--- config.mk ---
export PLATFORM = sky130hd
export DESIGN_NAME = ksa
export DESIGN_NICKNAME = d
export VERILOG_FILES = /design/src/rtl/arc4_pkg.sv /design/src/rtl/ksa.sv
export SDC_FILE = /design/constraint.sdc
export NUM_CORES = 1
export LEC_CHECK = 0
export CAP_MARGIN = 20
export CELL_PAD_IN_SITES_DETAIL_PLACEMENT = 0
export CELL_PAD_IN_SITES_GLOBAL_PLACEMENT = 2
export CORE_UTILIZATION = 33
export CTS_CLUSTER_DIAMETER = 50
export DETAILED_ROUTE_END_ITERATION = 10
export GPL_TIMING_DRIVEN = 0
export PLACE_DENSITY = 0.77
export SYNTH_ARGS = -nofsm -noshare
export SYNTH_HDL_FRONTEND = slang
export SYNTH_SLANG_ARGS = --single-unit
--- constraint.sdc ---
create_clock -name clk -period 3.27 [get_ports clk]
set_input_delay 0.8175 -clock clk [delete_from_list [all_inputs] [get_ports clk]]
set_output_delay 0.8175 -clock clk [all_outputs]
set_load 0.05 [all_outputs]
--- src/rtl/arc4_pkg.sv ---
// Shared ARC4 definitions used by the init, key-schedule and PRGA stages.
package arc4_pkg;

   // Number of key bytes cycled through by the key schedule
   localparam int KEY_BYTES = 3;

   // Number of entries in the S permutation memory
   localparam int MEM_DEPTH = 256;

   // Index of the last S entry, used to detect the final iteration
   localparam logic [7:0] LAST_IDX = 8'(MEM_DEPTH - 1);

   // Key-schedule controller states; every state except IDLE lasts one cycle
   typedef enum logic [2:0] {
      ST_IDLE   = 3'd0,
      ST_RD_I   = 3'd1,
      ST_LAT_SI = 3'd2,
      ST_RD_J   = 3'd3,
      ST_WR_I   = 3'd4,
      ST_WR_J   = 3'd5
   } ksa_state_t;

   // Select key byte by position: 0 -> key[23:16], 1 -> key[15:8], 2 -> key[7:0]
   function automatic logic [7:0] key_byte(input logic [23:0] k, input logic [1:0] idx);
      logic [7:0] b;
      case (idx)
         2'd0:    b = k[23:16];
         2'd1:    b = k[15:8];
         2'd2:    b = k[7:0];
         default: b = 8'h00;
      endcase
      return b;
   endfunction

endpackage

--- src/rtl/ksa.sv ---
// ARC4 key-schedule stage: permutes an identity-initialised S memory with a
// 24-bit key. Five cycles per index i, 256 indices per run.
module ksa
   import arc4_pkg::*;
(
   input  logic        clk,
   input  logic        rst,
   input  logic        en,
   output logic        rdy,
   input  logic [23:0] key,
   output logic [7:0]  addr,
   input  logic [7:0]  rddata,
   output logic [7:0]  wrdata,
   output logic        wren
);

   ksa_state_t  r_state;
   logic        r_rdy;
   logic        r_wren;
   logic [7:0]  r_addr;
   logic [7:0]  r_wrdata;
   logic        r_pass;     // high in WR_I: write data comes straight from memory (S[j])
   logic [7:0]  r_i;
   logic [7:0]  r_j;
   logic [7:0]  r_si;
   logic [1:0]  r_kidx;     // i mod 3, advanced together with i
   logic [23:0] r_key;

   logic [7:0]  w_kbyte;
   logic [7:0]  w_jnext;

   // Key byte for the current i and the updated j (8-bit arithmetic wraps mod 256)
   always_comb begin
      w_kbyte = key_byte(r_key, r_kidx);
      w_jnext = r_j + rddata + w_kbyte;
   end

   // Controller: state sequencing, index bookkeeping and registered memory interface
   always_ff @(posedge clk or posedge rst) begin
      if (rst) begin
         r_state  <= ST_IDLE;
         r_rdy    <= 1'b1;
         r_wren   <= 1'b0;
         r_addr   <= 8'h00;
         r_wrdata <= 8'h00;
         r_pass   <= 1'b0;
         r_i      <= 8'h00;
         r_j      <= 8'h00;
         r_si     <= 8'h00;
         r_kidx   <= 2'd0;
         r_key    <= 24'h000000;
      end else begin
         case (r_state)
            ST_IDLE: begin
               r_wren <= 1'b0;
               r_pass <= 1'b0;
               if (en) begin
                  r_key   <= key;
                  r_i     <= 8'h00;
                  r_j     <= 8'h00;
                  r_kidx  <= 2'd0;
                  r_addr  <= 8'h00;
                  r_rdy   <= 1'b0;
                  r_state <= ST_RD_I;
               end else begin
                  r_state <= ST_IDLE;
               end
            end
            ST_RD_I: begin
               // addr already holds i; the read data arrives next cycle
               r_wren  <= 1'b0;
               r_state <= ST_LAT_SI;
            end
            ST_LAT_SI: begin
               r_si    <= rddata;
               r_j     <= w_jnext;
               r_addr  <= w_jnext;
               r_state <= ST_RD_J;
            end
            ST_RD_J: begin
               // S[j] returns during WR_I and is forwarded to wrdata directly
               r_addr  <= r_i;
               r_wren  <= 1'b1;
               r_pass  <= 1'b1;
               r_state <= ST_WR_I;
            end
            ST_WR_I: begin
               r_addr   <= r_j;
               r_wrdata <= r_si;
               r_pass   <= 1'b0;
               r_wren   <= 1'b1;
               r_state  <= ST_WR_J;
            end
            ST_WR_J: begin
               r_wren <= 1'b0;
               if (r_i == LAST_IDX) begin
                  r_i     <= 8'h00;
                  r_j     <= 8'h00;
                  r_kidx  <= 2'd0;
                  r_rdy   <= 1'b1;
                  r_state <= ST_IDLE;
               end else begin
                  r_i     <= r_i + 8'd1;
                  r_addr  <= r_i + 8'd1;
                  r_kidx  <= (r_kidx == 2'(KEY_BYTES - 1)) ? 2'd0 : r_kidx + 2'd1;
                  r_state <= ST_RD_I;
               end
            end
            default: begin
               r_wren  <= 1'b0;
               r_pass  <= 1'b0;
               r_rdy   <= 1'b1;
               r_state <= ST_IDLE;
            end
         endcase
      end
   end

   assign rdy    = r_rdy;
   assign wren   = r_wren;
   assign addr   = r_addr;
   assign wrdata = r_pass ? rddata : r_wrdata;

endmodule

* Yosys cells after proc, flatten, opt, wreduce, memory -nomap -nowiden *
Cells that the tools add are included.

storage, ports and cells
  flip-flop bits (word level) = 72
  bits of input ports = 35
  output and inout bits = 18
  logic and storage cells = 61

operators by class
  $add $sub $neg = 4
  equality and inequality tests = 11
  muxes and demuxes = 21
  bitwise logic cells = 1
  reduce and logical (&&, ||, !) cells = 13

operators with widths
  cell                   count
  $pmux W8 S3            2
  $mux W8                5
  $pmux W8 S5            1
  $pmux W3 S6            1
  $add A8 B8 Y8          2
  $pmux W8 S2            1
  $reduce_and A3 Y1      3
  $add A8 B1 Y8 const B  1
  $eq A8 B8 Y1 const B   1
  $eq A3 B2 Y1 const B   2
  $eq A3 B3 Y1 const B   2
  $mux W2                3
  $ne A2 B2 Y1 const B   3
  $reduce_bool A5 Y1     1
  $mux W1                4
  $pmux W1 S2            2
  $pmux W2 S2            1
  $reduce_and A2 Y1      2
  $reduce_or A4 Y1       1
  $eq A3 B1 Y1 const B   1
  $logic_not A3 Y1       1
  $pmux W1 S3            1
  $reduce_bool A3 Y1     1
  $reduce_or A3 Y1       1
  other kinds (7)        7

* Logic depth before layout (Yosys ltp) *
  word-level depth = 4
  depth in mapped cells = 11
  depth with buffers taken out = 10

* Worst setup path after synthesis *
OpenSTA, ideal clock, no wires.

  path kind = reg-to-reg
  start point = register r_kidx[1]
  end point = register r_addr[5], in the netlist addr[5]
  library setup time = 0.122 ns
  arrival = 3.051 ns
  required time = 3.148 ns
  setup slack = 0.098 ns
  cell stages (with the launch flop) = 12
  buffers on the path = 2
  clock period less this slack = 3.172 ns
  cells stage by stage = dfrtp_1 -> clkbuf_1 -> clkbuf_1 -> o22ai_1 -> fa_1 -> ha_1 -> fa_1 -> a21o_1 -> a21oi_2 -> xnor2_1 -> a221o_1 -> a32o_1

on the way
  cells in the longest elaborated chain, start to end = 4
  elaborated cells between the ends (all ways) = 6
  classes of those cells = add/sub: 1; eq/ne: 2; mux: 2; reduce/logical: 1

RTL lines
  what                                        RTL line        source
  start: declaration                          ksa.sv:26       logic [1:0] r_kidx;
  start signal: assignment                    ksa.sv:105      r_kidx <= (r_kidx == 2'(KEY_BYTES - 1)) ? 2'd0 : r_kidx + 2'd1;
  $eq A2 B2 Y1, or another cell as far along  arc4_pkg.sv:26  case (idx)
  $pmux W8 S3 (*)                             arc4_pkg.sv:26
  $add A8 B8 Y8 (*)                           ksa.sv:35       w_jnext = r_j + rddata + w_kbyte;
  $pmux W8 S5 (*)                             ksa.sv:53       case (r_state)
  end signal: assignment                      ksa.sv:77       r_addr <= w_jnext;
  end signal: assignment                      ksa.sv:82       r_addr <= r_i;
  end signal: assignment                      ksa.sv:88       r_addr <= r_j;
  end: declaration                            ksa.sv:20       logic [7:0] r_addr;

Mark *: on every way between the ends. The rest lies on a longest branch, timed or not.
A chain may end at the register's enable or synchronous reset.

* Worst setup path after layout *
  start point = input rddata[5]
  end point = output wrdata[5]

on the way
  cells in the longest elaborated chain, start to end = 1

RTL lines
  what                RTL line    source
  start: declaration  ksa.sv:12   input logic [7:0] rddata,
  $mux W8             ksa.sv:122  assign wrdata = r_pass ? rddata : r_wrdata;
  end: declaration    ksa.sv:13   output logic [7:0] wrdata,

No other way between the ends.

==> results.md <==
* Status: finished clean
* Via-per-instance ratio at 5.15
* Gp weighted congestion at 0.755
* Sequential-to-total area share from yosys stat at 0.469
* Comb pwr share at 0.565
* Unrepaired setup endpoints after global routing: no
* Die area at 0.0121 mm2
* Clock Sinks at 72
* Internal at 3280 uW
* Sw Pwr at 2410 uW
* Crit-path max cell delay at 0.79 ns
* Post-route cell area at 0.00488 mm2
* Hold Crit Class: register to register
* Skew-Pair Late Insertion Delay at 0.34 ns
* Leak at 0.00202 uW
* Congestion Overflow GR at 0
* 1st-pass router iterations at 4
* CP bufs+invs at 2
* TritonCTS buffer count at 9
* Root Driver: clkbuf_16
* Post-synth ARST share at 1.00
* Switch share at 0.423
* CP Cell Sequence: clkdlybuf4s50_1, mux2_2, clkdlybuf4s50_1
* Final period utilization at 0.971
* Sequential share of power at 0.272
* Worst reg-to-reg setup slack at 0.14 ns
* Layout cells sized above 1 at 0.239
* CTS tree: done
* Dpl hpwl at 6860 um
* Top cell by count, worst path: clkdlybuf4s50_1
* Slew headroom at 0.529
* Max IR drop VDD at 0.576 mV
* Avg WL per Cell at 17.3 um
* Synth Instances at 330
* Crit path max-delay family: buffers and inverters
* Top_reg_cell synth: dfrtp_1
* Top-count cell post-synth: dfrtp_1
* Leading area contributor after synthesis: dfrtp_1
* Worst slew pin tran at 0.704 ns
* DP Cell Count at 526
* I/O Buffers at 52
* Vias in the first global route at 2869
* Row count at 39
* # H-tree levels at 3
* CP arrival at 2.36 ns
* Period minus WS final at 3.17 ns
* Mapped Area at 0.00385 mm2
* Core ar. at 0.0114 mm2
* Max Root-Sink Buffers at 2
* Pin count of the biggest net entering global routing at 45
* Antenna violations before repair at 0
* Yosys cell types at 53
* Post-route ant nets at 0
* Worst hold margin at 0.473 ns
* Seq cells post-synth at 72
* CTS clock-pin slew for the worst setup and hold paths at 0.06 ns
* Area delta synth->final at 26.8%
* Crit end category: output port
* DRC viols at 0
* Max cap viols at 0
* Initial DRC count at 137
* Worst Skew at 0.00712 ns
* First-pass GRT wire length at 15500 um
* Total power at 5690 uW
* Routed WL at 9320 um
* Most frequent cells after synthesis: dfrtp_1, mux2_2, nand2_1, o21ai_0, mux2i_1
* Starting Density at 0.338
* Syn_nets at 380
* N_diodes at 0
* Layout net count at 442
* Yosys warns at 0
* Total GRT Usage at 0.176
* Vias at 2783
* Die width at 110 um
* Startpoint types: primary input
* EDFF count, synth at 0
* Slew Viols, Final at 0
* Num ports at 53
* Clk pwr share at 0.163
* Area after DPL at 0.00458 mm2
* Die extent in y at 110 um
* Slowest CP cell: clkdlybuf4s50_1
* Setup violators final at 0
* Non-filler instance count after layout at 540
* Main area contributors after synthesis: dfrtp_1, mux2_2, fa_1
* CP Class: primary input to output port
* Endpoints failing hold at 0
* Crit Path Max Fanout at 3
* F_max at 315 MHz
* Synth top area share at 0.462
* Power density over cell area at 1170 mW/mm2
* Post-synthesis area per instance at 11.7 um2
* CP Data Required Time at 2.45 ns
[sequential cells by signal (all words and copies together) (netlist names)]
register / count
addr: 8
r_key: 24
r_i: 8
r_pass: 1
r_wrdata: 8
r_kidx: 2
r_si: 8
rdy: 1
wren: 1
r_j: 8
r_state: 3
[per-layer routing]
metal | global-route usage | routed length, um | vias up
met2 | 0.265 | 4340 | 51
met1 | 0.249 | 4520 | 1375
met3 | 0.0356 | 342 | 9
met4 | 0.0629 | 116 | 0
met5 | 0 | 0 | -
li1 | - | - | 1348
[metrics by stage]
step	util	TNS (ns)	worst slack (ns)
global placement	0.400	-50.64	-0.701
global route	0.429	0	0.00423
finish	0.429	0	0.0956
floorplan	-	0	0.0978
detailed placement	0.402	-1.23	-0.415
CTS	0.427	0	0.0122
[path summary, 6_finish.rpt]
path / depth (start not counted) / startpoint / to
max: 3 / rddata[5] / wrdata[5]
min: 2 / rdy$_DFFE_PP1P_ / rdy$_DFFE_PP1P_
max reg2reg: 11 / r_kidx[0]$_DFFE_PP0P_ / addr[5]$_DFFE_PP0P_
min reg2reg: 2 / rdy$_DFFE_PP1P_ / rdy$_DFFE_PP1P_
max in group asynchronous: 3 / rst / r_kidx[1]$_DFFE_PP0P_
min in group asynchronous: 2 / rst / r_state[1]$_DFF_PP0_
[cell type report]
class / instances / area [um2]
Clock inverter: 7 / 55.1
Clock buffer: 9 / 225
Fill cell: 1121 / 6490
Multi-Input combinational cell: 236 / 1950
Buffer: 17 / 103
Sequential cell: 72 / 1800
Timing Repair Buffer: 53 / 551
Inverter: 3 / 13.8
Tap cell: 143 / 179
[cells by family after synthesis]
family,Yosys count,share of synthesized area
and+or+nand+nor,63,0.0830
buffers and inverters,22,0.0303
adders and majority gates,15,0.0644
xor gates and xnor gates,9,0.0205
AOI/OAI and AO/OA,88,0.159
muxes,61,0.174
DFF,72,0.469
[worst register-to-register path, stage by stage (launching register included)]
cell and delay [ns]:
dfrtp_1 0.38, buf_6 0.16, mux2i_4 0.19, o22ai_2 0.17, fa_1 0.44, ha_1 0.25, fa_2 0.37, a21o_1 0.20
a21oi_2 0.14, xnor2_1 0.10, a221o_1 0.36, a32o_1 0.24
[power groups by stage]
| stage | combinational, uW | sequential (uW) | clock, uW |
|---|---|---|---|
| after floorplan | 2260 | 1630 | 0 |
| after global placement | 3190 | 1520 | 0 |
| after detailed placement | 3230 | 1540 | 0 |
| after CTS | 3250 | 1540 | 960 |
| after global routing | 3540 | 1610 | 992 |
| final | 3220 | 1550 | 927 |
[cells in the final DEF (no fill, tap or decap), types with 4 or more instances in the layout]
cell,instances
nor2b_1,5
nand2b_1,5
mux2_2,47
a21o_1,5
xnor2_1,7
ha_1,7
clkdlybuf4s50_1,51
buf_2,10
o21ai_0,22
fa_1,7
a22o_1,8
o22ai_1,8
mux2i_1,12
o31ai_1,4
nand2_1,28
dfrtp_1,70
nor2_1,8
a21oi_1,11
clkbuf_16,9
[repair_timing]
item	4_1_cts	5_1_grt
gates resized for setup	4	5
pin swaps	0	0
hold buffers	0	0
endpoints found under the setup margin	5	2
buffers inserted	0	0
Note: power is estimated with default switching activity, not from simulation.
